<file path="config.mk">
export PLATFORM = sky130hd
export DESIGN_NAME = shot_detect_flat
export DESIGN_NICKNAME = d
export VERILOG_FILES = /design/src/rtl/vga_pkg.sv /design/src/rtl/vga_if.sv /design/src/rtl/shot_window_cmp.sv /design/src/rtl/shot_detect.sv /design/src/flat_wrapper.sv
export SDC_FILE = /design/constraint.sdc
export NUM_CORES = 1
export LEC_CHECK = 0
export CORE_MARGIN = 8
export CORE_UTILIZATION = 40
export CTS_CLUSTER_DIAMETER = 120
export DETAILED_ROUTE_END_ITERATION = 6
export PLACE_DENSITY = 0.62
export SLEW_MARGIN = 20
export SYNTH_ARGS = -nofsm -noshare
export SYNTH_HDL_FRONTEND = slang
export SYNTH_HIERARCHICAL = 1
export SYNTH_SLANG_ARGS = --single-unit
</file>
<file path="constraint.sdc">
create_clock -name clk -period 5 [get_ports clk]
set_input_delay 0.75 -clock clk [delete_from_list [all_inputs] [get_ports clk]]
set_output_delay 0.75 -clock clk [all_outputs]
set_load 0.01 [all_outputs]
</file>
<file path="src/rtl/vga_pkg.sv">
// vga_pkg: shot detector defaults and VGA timing constants
package vga_pkg;
  localparam int DEF_HIT_RADIUS = 3;
  localparam int DEF_HIT_THRESHOLD = 4;
  localparam int CNT_MAX = 127;
  localparam int H_ACTIVE = 800;
  localparam int V_ACTIVE = 600;
  localparam int H_TOTAL = 1056;
  localparam int V_TOTAL = 628;
endpackage

</file>
<file path="src/rtl/vga_if.sv">
// vga_if: VGA timing and pixel stream bundle
interface vga_if;
  logic [10:0] vcount;
  logic [10:0] hcount;
  logic vsync;
  logic vblnk;
  logic hsync;
  logic hblnk;
  logic [11:0] rgb;
  modport in (input vcount, hcount, vsync, vblnk, hsync, hblnk, rgb);
  modport out (output vcount, hcount, vsync, vblnk, hsync, hblnk, rgb);
endinterface

</file>
<file path="src/rtl/shot_window_cmp.sv">
// shot_window_cmp: visible pixel inside the sampling window with target colour
module shot_window_cmp (
  input logic [10:0] hcount,
  input logic [10:0] vcount,
  input logic hblnk,
  input logic vblnk,
  input logic [11:0] rgb,
  input logic [11:0] target_rgb,
  input logic [12:0] x_lo,
  input logic [12:0] x_hi,
  input logic [12:0] y_lo,
  input logic [12:0] y_hi,
  output logic match
);
  assign match = !hblnk && !vblnk && rgb == target_rgb &&
                 {2'b0, hcount} >= x_lo && {2'b0, hcount} <= x_hi &&
                 {2'b0, vcount} >= y_lo && {2'b0, vcount} <= y_hi;
endmodule

</file>
<file path="src/rtl/shot_detect.sv">
// shot_detect: counts target-coloured pixels around a clicked cursor over one frame
module shot_detect
  import vga_pkg::*;
#(
  parameter int HIT_RADIUS = DEF_HIT_RADIUS,
  parameter int HIT_THRESHOLD = DEF_HIT_THRESHOLD
) (
  input logic clk,
  input logic rst,
  input logic [11:0] xpos,
  input logic [11:0] ypos,
  input logic click,
  input logic [11:0] target_rgb,
  vga_if.in in,
  output logic busy,
  output logic result_valid,
  output logic hit,
  output logic [6:0] match_count
);
  typedef enum logic [1:0] {IDLE, WAIT_FRAME, SCAN, REPORT} state_t;
  localparam logic [12:0] RAD = 13'(HIT_RADIUS);
  localparam logic [6:0] THR = 7'(HIT_THRESHOLD);
  localparam logic [6:0] SAT = 7'(CNT_MAX);
  state_t state, state_nx;
  logic [12:0] x_lo, x_hi, y_lo, y_hi;
  logic [6:0] cnt;
  logic match, frame_start, scan_end, accept;
  assign accept = state == IDLE && click;
  assign frame_start = in.vcount == '0 && in.hcount == '0;
  assign scan_end = {2'b0, in.vcount} > y_hi || in.vblnk;
  shot_window_cmp u_cmp (
    .hcount(in.hcount),
    .vcount(in.vcount),
    .hblnk(in.hblnk),
    .vblnk(in.vblnk),
    .rgb(in.rgb),
    .target_rgb(target_rgb),
    .x_lo(x_lo),
    .x_hi(x_hi),
    .y_lo(y_lo),
    .y_hi(y_hi),
    .match(match)
  );
  always_ff @(posedge clk)
    state <= rst ? IDLE : state_nx;
  always_comb begin
    state_nx = state;
    state_nx = state == IDLE ? (click ? WAIT_FRAME : IDLE) :
               state == WAIT_FRAME ? (frame_start ? SCAN : WAIT_FRAME) :
               state == SCAN ? (scan_end ? REPORT : SCAN) : IDLE;
  end
  always_ff @(posedge clk)
    if (rst) begin
      x_lo <= '0;
      x_hi <= '0;
      y_lo <= '0;
      y_hi <= '0;
    end else if (accept) begin
      x_lo <= {1'b0, xpos} >= RAD ? {1'b0, xpos} - RAD : '0;
      x_hi <= {1'b0, xpos} + RAD;
      y_lo <= {1'b0, ypos} >= RAD ? {1'b0, ypos} - RAD : '0;
      y_hi <= {1'b0, ypos} + RAD;
    end
  always_ff @(posedge clk)
    if (rst) cnt <= '0;
    else if (state == WAIT_FRAME && frame_start) cnt <= {6'b0, match};
    else if (state == SCAN && !scan_end && match && cnt != SAT) cnt <= cnt + 7'd1;
  always_ff @(posedge clk)
    if (rst) begin
      busy <= 1'b0;
      result_valid <= 1'b0;
      hit <= 1'b0;
      match_count <= '0;
    end else begin
      busy <= state_nx == WAIT_FRAME || state_nx == SCAN;
      result_valid <= state_nx == REPORT;
      if (state_nx == REPORT) begin
        hit <= cnt >= THR;
        match_count <= cnt;
      end
    end
endmodule

</file>
<file path="src/flat_wrapper.sv">
// flat-port wrapper written by rule: the top's interface ports become plain ports
module shot_detect_flat import vga_pkg::*;
#(
  parameter int HIT_RADIUS = DEF_HIT_RADIUS,
  parameter int HIT_THRESHOLD = DEF_HIT_THRESHOLD
)
  (clk, rst, xpos, ypos, click, target_rgb, busy, result_valid, hit, match_count, in_vcount, in_hcount, in_vsync, in_vblnk, in_hsync, in_hblnk, in_rgb);
  vga_if in_i ();
  input logic clk;
  input logic rst;
  input logic [11:0] xpos;
  input logic [11:0] ypos;
  input logic click;
  input logic [11:0] target_rgb;
  output logic busy;
  output logic result_valid;
  output logic hit;
  output logic [6:0] match_count;
  input wire logic [$bits(in_i.vcount)-1:0] in_vcount;
  input wire logic [$bits(in_i.hcount)-1:0] in_hcount;
  input wire logic [$bits(in_i.vsync)-1:0] in_vsync;
  input wire logic [$bits(in_i.vblnk)-1:0] in_vblnk;
  input wire logic [$bits(in_i.hsync)-1:0] in_hsync;
  input wire logic [$bits(in_i.hblnk)-1:0] in_hblnk;
  input wire logic [$bits(in_i.rgb)-1:0] in_rgb;
  assign in_i.vcount = in_vcount;
  assign in_i.hcount = in_hcount;
  assign in_i.vsync = in_vsync;
  assign in_i.vblnk = in_vblnk;
  assign in_i.hsync = in_hsync;
  assign in_i.hblnk = in_hblnk;
  assign in_i.rgb = in_rgb;
  shot_detect #(.HIT_RADIUS(HIT_RADIUS), .HIT_THRESHOLD(HIT_THRESHOLD)) u_core (.clk(clk), .rst(rst), .xpos(xpos), .ypos(ypos), .click(click), .target_rgb(target_rgb), .in(in_i), .busy(busy), .result_valid(result_valid), .hit(hit), .match_count(match_count));
endmodule
</file>
# Word-level counts from Yosys, hierarchy flattened
# Index checks and enable logic that the tools add are counted.
# totals
out_inout_bits	10
romBits	0
latchBits	0
memories	0
regBits	71
ram_bits	0
# op_classes
n_bitwise	0
div_mod_pow	0
add_sub_neg	5
magnitude_cmp	8
muxes	10
reduce_logical	22
n_eq_ne	7
n_mul	0
n_shift	0
# ops
cell	count
$add A12 B2 Y13 const B	2
$ge A11 B13 Y1	2
$le A11 B13 Y1	2
$mux W13	2
$sub A12 B2 Y13 const B	2
$ge A12 B2 Y1 const B	2
$logic_not A11 Y1	2
$gt A11 B13 Y1	1
$eq A12 B12 Y1	1
$logic_and A1 B1 Y1	12
$mux W2	4
$add A7 B1 Y7 const B	1
$ge A7 B3 Y1 const B	1
$ne A7 B7 Y1 const B	1
$eq A2 B2 Y1 const B	3
$eq A2 B1 Y1 const B	2
$mux W1	4
$logic_not A1 Y1	3
$logic_not A2 Y1	1
$logic_or A1 B1 Y1	2
$reduce_bool A2 Y1	1
$reduce_or A2 Y1	1

# Longest topological paths before layout
# Gate-level depths: netlist of run 1.
# depth
ltp_word	11
ltp_mapped	12

# By module
# Netlist of run 1, hierarchy kept.
# modules_own_cells
module	area_per_inst_um2	cells_each	seq_area_each_um2	instances
shot_detect	3809.9	444	1421.4	1
shot_window_cmp	1303.8	172	0.0	1

# Worst setup path before layout of run 1
# No wires, ideal clock.
# synth_path
path_kind	input to register
start	input port in_vcount[7]
end	register u_core.cnt[3]
setup_ns	0.076
arrival_ns	3.400
stages	11
slack_ns	1.524
path_cell_list	ha_1 -> and4_1 -> nand4_1 -> a211oi_1 -> or4_1 -> a2111oi_2 -> nand3b_1 -> a311oi_1 -> o31ai_1 -> or4_1 -> a21boi_0
# synth_lines
item	line_no	source
start, declared	flat_wrapper.sv:19	input wire logic [$bits(in_i.vcount)-1:0] in_vcount;
$ge A11 B13 Y1	shot_window_cmp.sv:17	{2'b0, vcount} >= y_lo && {2'b0, vcount} <= y_hi;
$logic_and A1 B1 Y1	shot_window_cmp.sv:16	{2'b0, hcount} >= x_lo && {2'b0, hcount} <= x_hi &&
$logic_and A1 B1 Y1 *	shot_window_cmp.sv:17	
net u_core.match	shot_detect.sv:27	logic match, frame_start, scan_end, accept;
$logic_and A1 B1 Y1 * (2 in series)	shot_detect.sv:67	else if (state == SCAN && !scan_end && match && cnt != SAT) cnt <= cnt + 7'd1;
end signal, assigned	shot_detect.sv:66	else if (state == WAIT_FRAME && frame_start) cnt <= {6'b0, match};
end signal, assigned	shot_detect.sv:67	
end, declared	shot_detect.sv:26	logic [6:0] cnt;
# The timed path passes the listed nets; every way through them passes the cells marked *.
# A chain may end at the register's enable or synchronous reset.

# Final worst setup path of run 1
# layout_path
start	input port in_vcount[7]
end	register u_core.cnt[4]
# The elaborated chain is that of the path after synthesis.

==> summary.txt, run 1 <==
Floorplan
  – Core ar.: between 0.01 and 0.015 mm2
  – Ports: 87
  – Initial core utilization: between 40 and 50%
  – Die Span Y: 129 um
  – Die area: roughly 0.017 mm2
  – Site Rows: 41
  – Chip width: about 130 um

STA
  – Slew @ Worst Pin: between 0.7 and 0.8 ns
  – Max-slew headroom: 48.1%
  – # setup viols final: 0
  – Slew Limit Fails: 0
  – RSZ-0062 raised after global routing: no
  – Min cycle time layout: 4.06 ns
  – Fmax: approximately 250 MHz
  – Final hold violation count: 0
  – Fin Setup TNS: 0 ns
  – PnR worst setup slack: 0.942 ns
  – Layout Skew: ~0.0087 ns
  – Final Cycle Share: between 80% and 90%

Logic synthesis
  – Post-synthesis mux area share: 1.57%
  – Post-synth EDFFs: 0
  – Post-Synthesis Cells: 616
  – Synth warn: 6
  – Synth area leaders: dfxtp_1 28%, ha_1 15%, nor2_1 5.9%
  – Post-synth top area share: 27.8%
  – Synth Area in Simple Gates: around a fifth
  – Largest family of logic cells by synthesized area: simple AND/OR/NAND/NOR gates
  – XOR/XNOR Fraction of Synth Area: between 8 and 9%
  – Post-synth top flop: dfxtp_1
  – Synth cell types: 66
  – Async set-reset flop share out of synthesis: 0%
  – Register area share after synthesis: around 28%
  – Area share of fa/ha/maj cells after synthesis: 15.4%
  – Area leader, netlist: dfxtp_1
  – Synth Cell Area: 0.00511 mm2
  – Syn Nets: around 760
  – Mean area per synthesized cell: approximately 8.3 um2
  – Synth Register Bits: ~70
  – Compound-cell area share of the yosys netlist: a little under a fifth

Route
  – Routed len/inst: around 16 um
  – DRC: 0
  – Initial DRC count: between 200 and 250
  – Final wirelength: about 14,000 um
  – Via-to-Cell Ratio: ~5.2
  – Antenna-violating nets left: 0
  – Drt first pass iters: 5
  – Via count: roughly 4,500

Critical path
  – Cell repeated most along the worst path: or4_1
  – Crit-path leading delay family: simple AND/OR/NAND/NOR gates
  – Worst Path Required: roughly 5.3 ns
  – Critical path's largest stage delay: 0.57 ns
  – Max stage delay cell, worst path: or4_1
  – Crit end category: flop
  – CP startpoint kind: input pin
  – Crit path DAT: between 4 and 5 ns
  – CP max FO: 7
  – Worst Setup Path Type: input pin to flop
  – CP Cell Sequence: clkdlybuf4s50_1 > ha_1 > and4_1 > nand4_1 > a211oi_1 > or4_1 > a2111oi_2 > nand3b_1 > a311oi_1 > o31ai_1 > or4_1 > a21boi_0
  – CP bufs+invs: 1

Power
  – Leakage power: about 0.0024 uW
  – Cell area power density: between 200 and 300 mW/mm2
  – Max VDD drop: between 0.00015 and 0.0002 V
  – Pwr Total: between 1500 and 2000 uW

Placement
  – # port buffers: 84
  – Pre-CTS WS: 0.619 ns
  – Post-DP Area: between 0.006 and 0.007 mm2
  – Dpl hpwl: 10,800 um
  – GPL Wtd Cong: approximately 0.9

Hold path
  – Type of the worst min-delay path: flop to flop

Global routing
  – M2 GR Usage: between 20 and 30%
  – GR Overflow Total: 0
  – GRT Overall Usage: between 10% and 20%
  – Vias in the first global route: about 4,600
  – GR peak layer: met2
  – Met1 usage: roughly a fifth
  – First-pass GRT wire length: roughly 22,000 um
  – Initial antenna violation count: 0
  – Largest net degree at the start of global routing: 67
  – GR Layer Usage met3: under 10%

CTS
  – Reg clk slew, reported paths: 0.05 ns
  – # Post-CTS Setup Buffers: 0
  – Number of gates resized after CTS: 0
  – # clock sinks: 71
  – Clock Latency Late Sink: 0.33 ns
  – CTS Buffer Depth: 2
  – H-tree Lvls: 3
  – Root Driver: clkbuf_16
  – Post-CTS Hold Buffers: 0
  – CTS tree: yes
  – TritonCTS Buffers: 9

Layout
  – Commonest non-fill, non-tap cell in the layout: clkdlybuf4s50_1
  – Design area: approximately 0.0063 mm2
  – Share of cells above drive strength 1: between 4 and 5%
  – # nets final: 827
  – Most frequent cells in the layout: 83 x clkdlybuf4s50_1, 81 x nor2_1, 71 x dfxtp_1, 65 x inv_1, 63 x ha_1
  – FILL cells: about 1,200
  – Post-layout util: roughly half
  – P&R area growth vs syn: 23.1%
  – Ant. Diodes: 0

Flow run
  – MaxCap Viol Count: 0

Outcome
  – Status: completed
sequential cells by signal (all words and copies together), names as in the netlist:
signal,count
u_core/cnt,7
u_core/y_hi,13
u_core/hit,1
u_core/state,2
u_core/x_hi,13
u_core/busy,1
u_core/y_lo,13
u_core/result_valid,1
u_core/x_lo,13
u_core/match_count,7
cell type report:
class	instances	area, um2	share of cell area [%]
clock inverters	2	35.0	0.557
clock buffers	11	233	3.70
inverters	65	244	3.88
well taps	172	215	3.42
multi-input cells	453	3290	52.2
repair buffers	87	858	13.6
flip-flops and latches	71	1420	22.6
kinds of logic (layout without fill, tap and decap cells):
group           after synthesis  after routing
compound gates              129            129
xor+xnor                     50             50
fa+ha+maj                    63             63
buf+inv                      92            165
flops                        71             71
mux                           8              8
simple gates                203            203
worst paths after layout:
| check | from | end | slack, ns | depth (start not counted) |
|---|---|---|---|---|
| min reg2reg | u_core/y_lo[12] | u_core/y_lo[12] | 0.47 | 2 |
| min | u_core/y_lo[12] | u_core/y_lo[12] | 0.47 | 2 |
| max | in_vcount[7] | u_core/cnt[4] | 0.94 | 12 |
| max reg2reg | u_core/y_hi[7] | u_core/cnt[4] | 1.49 | 12 |
metal layers:
layer  vias up  share of wire [%]
met1      2036                 47
met4         0                1.3
li1       2336                  -
met2       116                 45
met3        11                5.7
met5         -                  0
metrics by stage:
| stage | hold WS [ns] | instances |
|---|---|---|
| floorplan | 0.432 | 616 |
| global placement | 0.445 | 848 |
| detailed placement | 0.458 | 848 |
| CTS | 0.464 | 861 |
| global route | 0.487 | 861 |
| finish | 0.470 | 861 |
synthesized netlist by cell type, drive strengths merged (19+ instances only):
| master | count |
|---|---|
| nand2 | 31 |
| a22oi | 23 |
| inv | 65 |
| dfxtp | 71 |
| a211oi | 28 |
| clkbuf | 21 |
| ha | 63 |
| a21oi | 19 |
| xor2 | 25 |
| xnor2 | 25 |
| nor2 | 81 |
power by group:
group	leakage, uW	internal [uW]	switching (uW)
clock network	0.000131	377	226
logic	0.00169	173	197
registers	0.000582	599	22.1
total	0.00241	1150	446
worst register-to-register path, delay by kind of cell (launching register included):
| family | cells | cell delay (ns) |
|---|---|---|
| adders and majority gates | 1 | 0.32 |
| buffers and inverters | 1 | 0.05 |
| AOI/OAI and AO/OA | 5 | 1.12 |
| DFF | 1 | 0.35 |
| and+or+nand+nor | 5 | 1.59 |
No activity file was read; power rests on OpenSTA's default activity.
==> run 2: changes to the inputs <==
--- a/config.mk
+++ b/config.mk
@@ -9,7 +9,7 @@
 export CORE_UTILIZATION = 40
 export CTS_CLUSTER_DIAMETER = 120
 export DETAILED_ROUTE_END_ITERATION = 6
-export PLACE_DENSITY = 0.62
+export PLACE_DENSITY = 0.64
 export SLEW_MARGIN = 20
 export SYNTH_ARGS = -nofsm -noshare
 export SYNTH_HDL_FRONTEND = slang
==> constraint.sdc (replaced) <==
create_clock -name clk -period 3.27 [get_ports clk]
set_input_delay 0.4905 -clock clk [delete_from_list [all_inputs] [get_ports clk]]
set_output_delay 0.4905 -clock clk [all_outputs]
set_load 0.01 [all_outputs]
==> run 2 against run 1 <==
  * The flow now finishes with violations (negative setup slack)
  * First-iteration DRC count increased by 13%
  * Register-to-register slack got worse by 1.5 ns
  * Routed wire length increased by 11%
  * Global-route usage increased by 1.5 points
  * Combinational power increased by 95%
  * Die area unchanged
  * Critical path type is now flop to flop
  * Critical endpoint is now u_core/cnt[3]
  * Largest cell class unchanged
==> summary.txt, run 2 (same netlist as run 1, synthesis figures left out) <==
Outcome
  – Status: finished, violations left
  – Failing checks: negative setup slack

Layout
  – Most frequent cells in the layout: 79 x nor2_1, 72 x buf_4, 66 x dfxtp_1, 61 x inv_1, 53 x ha_1
  – Share of cells above drive strength 1: a little under 20%
  – Final cell count without fillers: 933
  – Commonest non-fill, non-tap cell in the layout: nor2_1
  – # nets final: 896
  – Ant. Diodes: 0
  – P&R area growth vs syn: 41.1%

CTS
  – TritonCTS Buffers: 9
  – # clock sinks: between 70 and 80
  – Clock Latency Late Sink: 0.34 ns
  – CTS tree: yes
  – Root Driver: clkbuf_16
  – CTS Buffer Depth: 2
  – Reg clk slew, reported paths: 0.06 ns
  – H-tree Lvls: 3

Route
  – DRC: 0
  – Via-to-Cell Ratio: between 5 and 6
  – Drt first pass iters: 5
  – Final wirelength: 15,200 um
  – Routed len/inst: 16.3 um
  – Via count: 4,882
  – Initial DRC count: roughly 280
  – Antenna-violating nets left: 0

Critical path
  – Worst r2r dst: u_core/cnt[3]
  – Worst Setup Path Type: flop to flop
  – Worst Path Required: roughly 3.6 ns
  – Worst Reg-to-Reg Cells: 14
  – R2r setup slk: -0.006 ns
  – Crit end category: flop
  – Worst setup startpoint: u_core/y_hi[8]
  – CP max FO: 5
  – Crit path DAT: around 3.6 ns
  – CP endpoint: u_core/cnt[3]
  – CP startpoint kind: flop
  – Worst r2r src: u_core/y_hi[8]

Floorplan
  – Die Span Y: 129 um
  – Site Rows: between 40 and 50
  – Ports: 87
  – Die area: approximately 0.017 mm2
  – Initial core utilization: around two fifths
  – Chip width: between 100 and 150 um
  – Core ar.: between 0.01 and 0.015 mm2

STA
  – Slew Limit Fails: 0
  – Final Cycle Share: 100%
  – RSZ-0062 raised after global routing: yes
  – Max-slew headroom: a little over half
  – # setup viols final: 1
  – Fin Setup TNS: -0.00557 ns
  – Fmax: 305 MHz
  – Slew @ Worst Pin: 0.707 ns
  – Min cycle time layout: roughly 3.3 ns
  – Layout Skew: 0.00840 ns
  – PnR worst setup slack: -0.00557 ns
  – Final hold violation count: 0
  – Worst hold slack: ~0.47 ns

Placement
  – GPL Wtd Cong: just over 0.9
  – # port buffers: 84
  – Dpl hpwl: about 12,000 um
  – Placed Cells: roughly 900

Global routing
  – Largest net degree at the start of global routing: 66
  – Vias in the first global route: roughly 5,000
  – GRT Overall Usage: approximately 18%
  – GR Overflow Total: 0
  – First-pass GRT wire length: ~24,000 um
  – Initial antenna violation count: 0

Power
  – Switching part of the total: between 20% and 30%
  – Net Switching: around 760 uW
  – Max VDD drop: ~0.00022 V
  – Int Pwr: approximately 1900 uW
  – Part of the power in registers: approximately a third
  – Clk pwr share: 37.8%
  – Cell area power density: ~370 mW/mm2
  – Comb pwr share: a little over a quarter
  – Leakage power: ~0.003 uW

Flow run
  – MaxCap Viol Count: 0

Hold path
  – Type of the worst min-delay path: flop to flop
## run 2: cell types whose count changed in the layout (fill, tap and decap cells not counted), sizes merged
cell           change
dlymetal6s2s      +24
buf               +69
clkbuf             +9
clkdlybuf4s15      +1
clkinv             -1
clkinvlp           +1
clkdlybuf4s50     -31
## run 2: area by class of cell
class,instances,area [um2]
clock buffer,14,274
timing repair buffer,156,1410
fill,1125,5350
multi-input combinational,453,3610
inverter,65,244
tap,172,215
sequential,71,1430
clock inverter,2,37.5
## run 2: worst max-delay path, cell delays in order, from the launching register on
cell and delay [ns]:
dfxtp_2 0.33, inv_2 0.06, ha_4 0.27, and4_1 0.23, nand4_1 0.14, buf_4 0.18
o221ai_4 0.19, o32ai_4 0.13, a2111oi_4 0.31, nand3b_1 0.17, a311oi_2 0.31, buf_4 0.17
o31ai_4 0.08, or4_4 0.53, a21boi_2 0.14
## run 2: power groups by stage
| stage | logic, uW | registers [uW] | clock network [uW] |
|---|---|---|---|
| finish | 722 | 949 | 1020 |
| global route | 798 | 954 | 1070 |
| CTS | 652 | 946 | 1030 |
| detailed placement | 638 | 965 | 0 |
| global placement | 619 | 963 | 0 |
| floorplan | 363 | 955 | 0 |
## run 2: worst min-delay path by stage
stage / cells past startpoint / start / slack (ns) / endpoint
2_1_floorplan: 2 / u_core/y_lo[12] / 0.43 / u_core/y_lo[12]
3_3_place_gp: 2 / u_core/y_lo[12] / 0.44 / u_core/y_lo[12]
3_5_place_dp: 2 / u_core/y_lo[12] / 0.47 / u_core/y_lo[12]
4_1_cts: 2 / u_core/y_lo[12] / 0.47 / u_core/y_lo[12]
5_1_grt: 2 / u_core/hit / 0.50 / u_core/hit
6_report: 2 / u_core/y_lo[12] / 0.47 / u_core/y_lo[12]
## run 2: per-stage QoR
step	power [uW]	worst slack (ns)	util (%)	area, um2
floorplan	1320	0.0540	-	5110
global placement	1580	-0.577	51.4	6460
detailed placement	1600	-0.675	51.4	6460
CTS	2630	-0.0117	54.5	6850
global route	2820	-0.129	57.4	7220
finish	2690	-0.00557	57.4	7220
## run 2: routing by layer
layer  share of wire [%]  track usage [%]  vias to the layer above
met4                 1.3             5.60                        0
li1                    -                -                     2472
met5                   0                0                        -
met1                  47             23.8                     2276
met3                 5.1             3.12                       18
met2                  46             29.8                      116
## run 2: timing repair
| action | 4_1_cts | 5_1_grt |
|---|---|---|
| resized for setup | 17 | 84 |
| hold buffers | 0 | 0 |
| buffers inserted | 5 | 6 |
| setup endpoints to repair | 6 | 6 |
| pin swaps | 17 | 30 |
| gates cloned | 0 | 0 |
==> run 3: changes to the inputs <==
--- a/config.mk
+++ b/config.mk
@@ -9,6 +9,7 @@
 export CORE_UTILIZATION = 40
 export CTS_CLUSTER_DIAMETER = 120
 export DETAILED_ROUTE_END_ITERATION = 6
+export GPL_ROUTABILITY_DRIVEN = 0
 export PLACE_DENSITY = 0.64
 export SLEW_MARGIN = 20
 export SYNTH_ARGS = -nofsm -noshare
==> run 3 against run 2 <==
  * The run now ends clean
  * First-iteration DRC count up 25%
  * Total power down 6.6%
  * Via count grew 1.0%
  * Largest cell class unchanged
==> summary.txt, run 3 (same netlist as run 1, synthesis figures left out) <==
Route
  – Routed len/inst: ~16 um
  – Via count: roughly 4,900
  – Drt first pass iters: 4
  – Initial DRC count: 351
  – Antenna-violating nets left: 0
  – DRC: 0
  – Final wirelength: about 15,000 um
  – Via-to-Cell Ratio: around 5.3

Flow run
  – MaxCap Viol Count: 0

Layout
  – Final cell count without fillers: 928
  – FILL cells: approximately 1,100
  – Share of cells above drive strength 1: between 10% and 20%
  – Most frequent cells in the layout: 80 x nor2_1, 70 x dfxtp_1, 68 x buf_4, 64 x inv_1, 57 x ha_1
  – Commonest non-fill, non-tap cell in the layout: nor2_1
  – P&R area growth vs syn: 36.3%
  – # nets final: about 890
  – Ant. Diodes: 0

STA
  – Final hold violation count: 0
  – # setup viols final: 0
  – PnR worst setup slack: 0.0859 ns
  – Max-slew headroom: 53.9%
  – Slew @ Worst Pin: ~0.69 ns
  – Layout Skew: between 0.008 and 0.009 ns
  – Slew Limit Fails: 0
  – Final Cycle Share: a little over nine tenths
  – Fmax: 314 MHz
  – Fin Setup TNS: 0 ns
  – Min cycle time layout: approximately 3.2 ns

CTS
  – H-tree Lvls: 3
  – Root Driver: clkbuf_16
  – # clock sinks: 71
  – Post-CTS Hold Buffers: 0
  – CTS Buffer Depth: 2
  – CTS tree: yes
  – Clock Latency Late Sink: about 0.33 ns
  – Reg clk slew, reported paths: roughly 0.060 ns
  – TritonCTS Buffers: 9

Critical path
  – Worst Path Required: about 3.5 ns
  – CP max FO: 3
  – Crit end category: flop
  – CP startpoint kind: input pin
  – Crit path DAT: between 3 and 4 ns
  – Worst Setup Path Type: input pin to flop

Global routing
  – GRT Overall Usage: approximately 18%
  – Largest net degree at the start of global routing: 66
  – GR Overflow Total: 0
  – Vias in the first global route: roughly 4,800
  – Initial antenna violation count: 0
  – First-pass GRT wire length: around 23,000 um

Power
  – Leakage power: ~0.0029 uW
  – Pwr Total: 2510 uW
  – Max VDD drop: between 0.0002 and 0.0003 V
  – Cell area power density: between 300 and 400 mW/mm2

Floorplan
  – Site Rows: 41
  – Die area: ~0.017 mm2
  – Chip width: 129 um
  – Initial core utilization: between 40 and 50%
  – Die Span Y: approximately 130 um
  – Ports: just under 90
  – Core ar.: between 0.01 and 0.015 mm2

Placement
  – Dpl hpwl: about 12,000 um
  – # port buffers: 84
  – Placed Cells: slightly above 900
  – Pre-CTS WS: -0.594 ns

Outcome
  – Status: completed

Hold path
  – Type of the worst min-delay path: flop to flop
==> run 3: cell types whose count changed in the layout (fill, tap and decap cells not counted), moves of 3 or more <==
cell and delta:
ha_4 -4, clkbuf_2 -6, ha_1 +4, inv_2 -3, dfxtp_2 -4, inv_1 +3, buf_4 -4, dfxtp_1 +4
dlygate4sd2_1 +15, dlymetal6s2s_1 -12, clkinv_2 +3, clkdlybuf4s50_1 +3
==> run 3: power by group <==
group	switching, uW	internal [uW]
registers	34.1	916
clock network	355	525
logic	345	334
==> run 3: final cells by class <==
cell class	instances	area, um2	area share [%]
multi-input combinational	453	3460	49.7
sequential	71	1420	20.4
timing repair buffer	152	1360	19.5
inverter	65	244	3.50
clock buffer	11	243	3.48
tap	172	215	3.09
clock inverter	4	22.5	0.323
==> run 3: path summary, 6_finish.rpt <==
path | start | endpoint | slack, ns | depth (start not counted)
setup / recovery | in_vcount[1] | u_core/cnt[4] | 0.09 | 14
hold / removal | u_core/y_lo[12] | u_core/y_lo[12] | 0.46 | 2
setup reg to reg | u_core/y_hi[1] | u_core/cnt[4] | 0.10 | 14
hold reg to reg | u_core/y_lo[12] | u_core/y_lo[12] | 0.46 | 2
==> run 3: per-layer routing <==
layer,track usage [%],share of wire [%],vias up
li1,-,-,2475
met1,23.1,48,2290
met2,27.8,45,139
met3,3.20,5.2,29
met4,6.98,2.2,0
met5,0,0,-
==> run 3: critical path: stages <==
cell,delay (ns)
clkdlybuf4s15_1,0.22
ha_4,0.29
buf_4,0.10
buf_4,0.09
nand4_1,0.09
nand2_1,0.11
a211oi_2,0.05
or4_4,0.54
a2111oi_4,0.22
nand3b_1,0.17
a311oi_2,0.33
o31ai_2,0.13
or4_1,0.48
a21boi_1,0.15
==> run 3: per-stage QoR <==
step | hold slack [ns] | util, % | cell area [um2]
floorplan | 0.432 | - | 5110
global placement | 0.438 | 51.4 | 6460
detailed placement | 0.457 | 51.4 | 6460
CTS | 0.465 | 54.3 | 6830
global route | 0.492 | 55.4 | 6970
finish | 0.463 | 55.4 | 6970
==> run 3: what timing repair did <==
action	4_1_cts	5_1_grt
setup endpoints to repair	6	6
gates resized for setup	29	30
gates cloned	0	0
pin swaps	19	16
buffers inserted	5	2
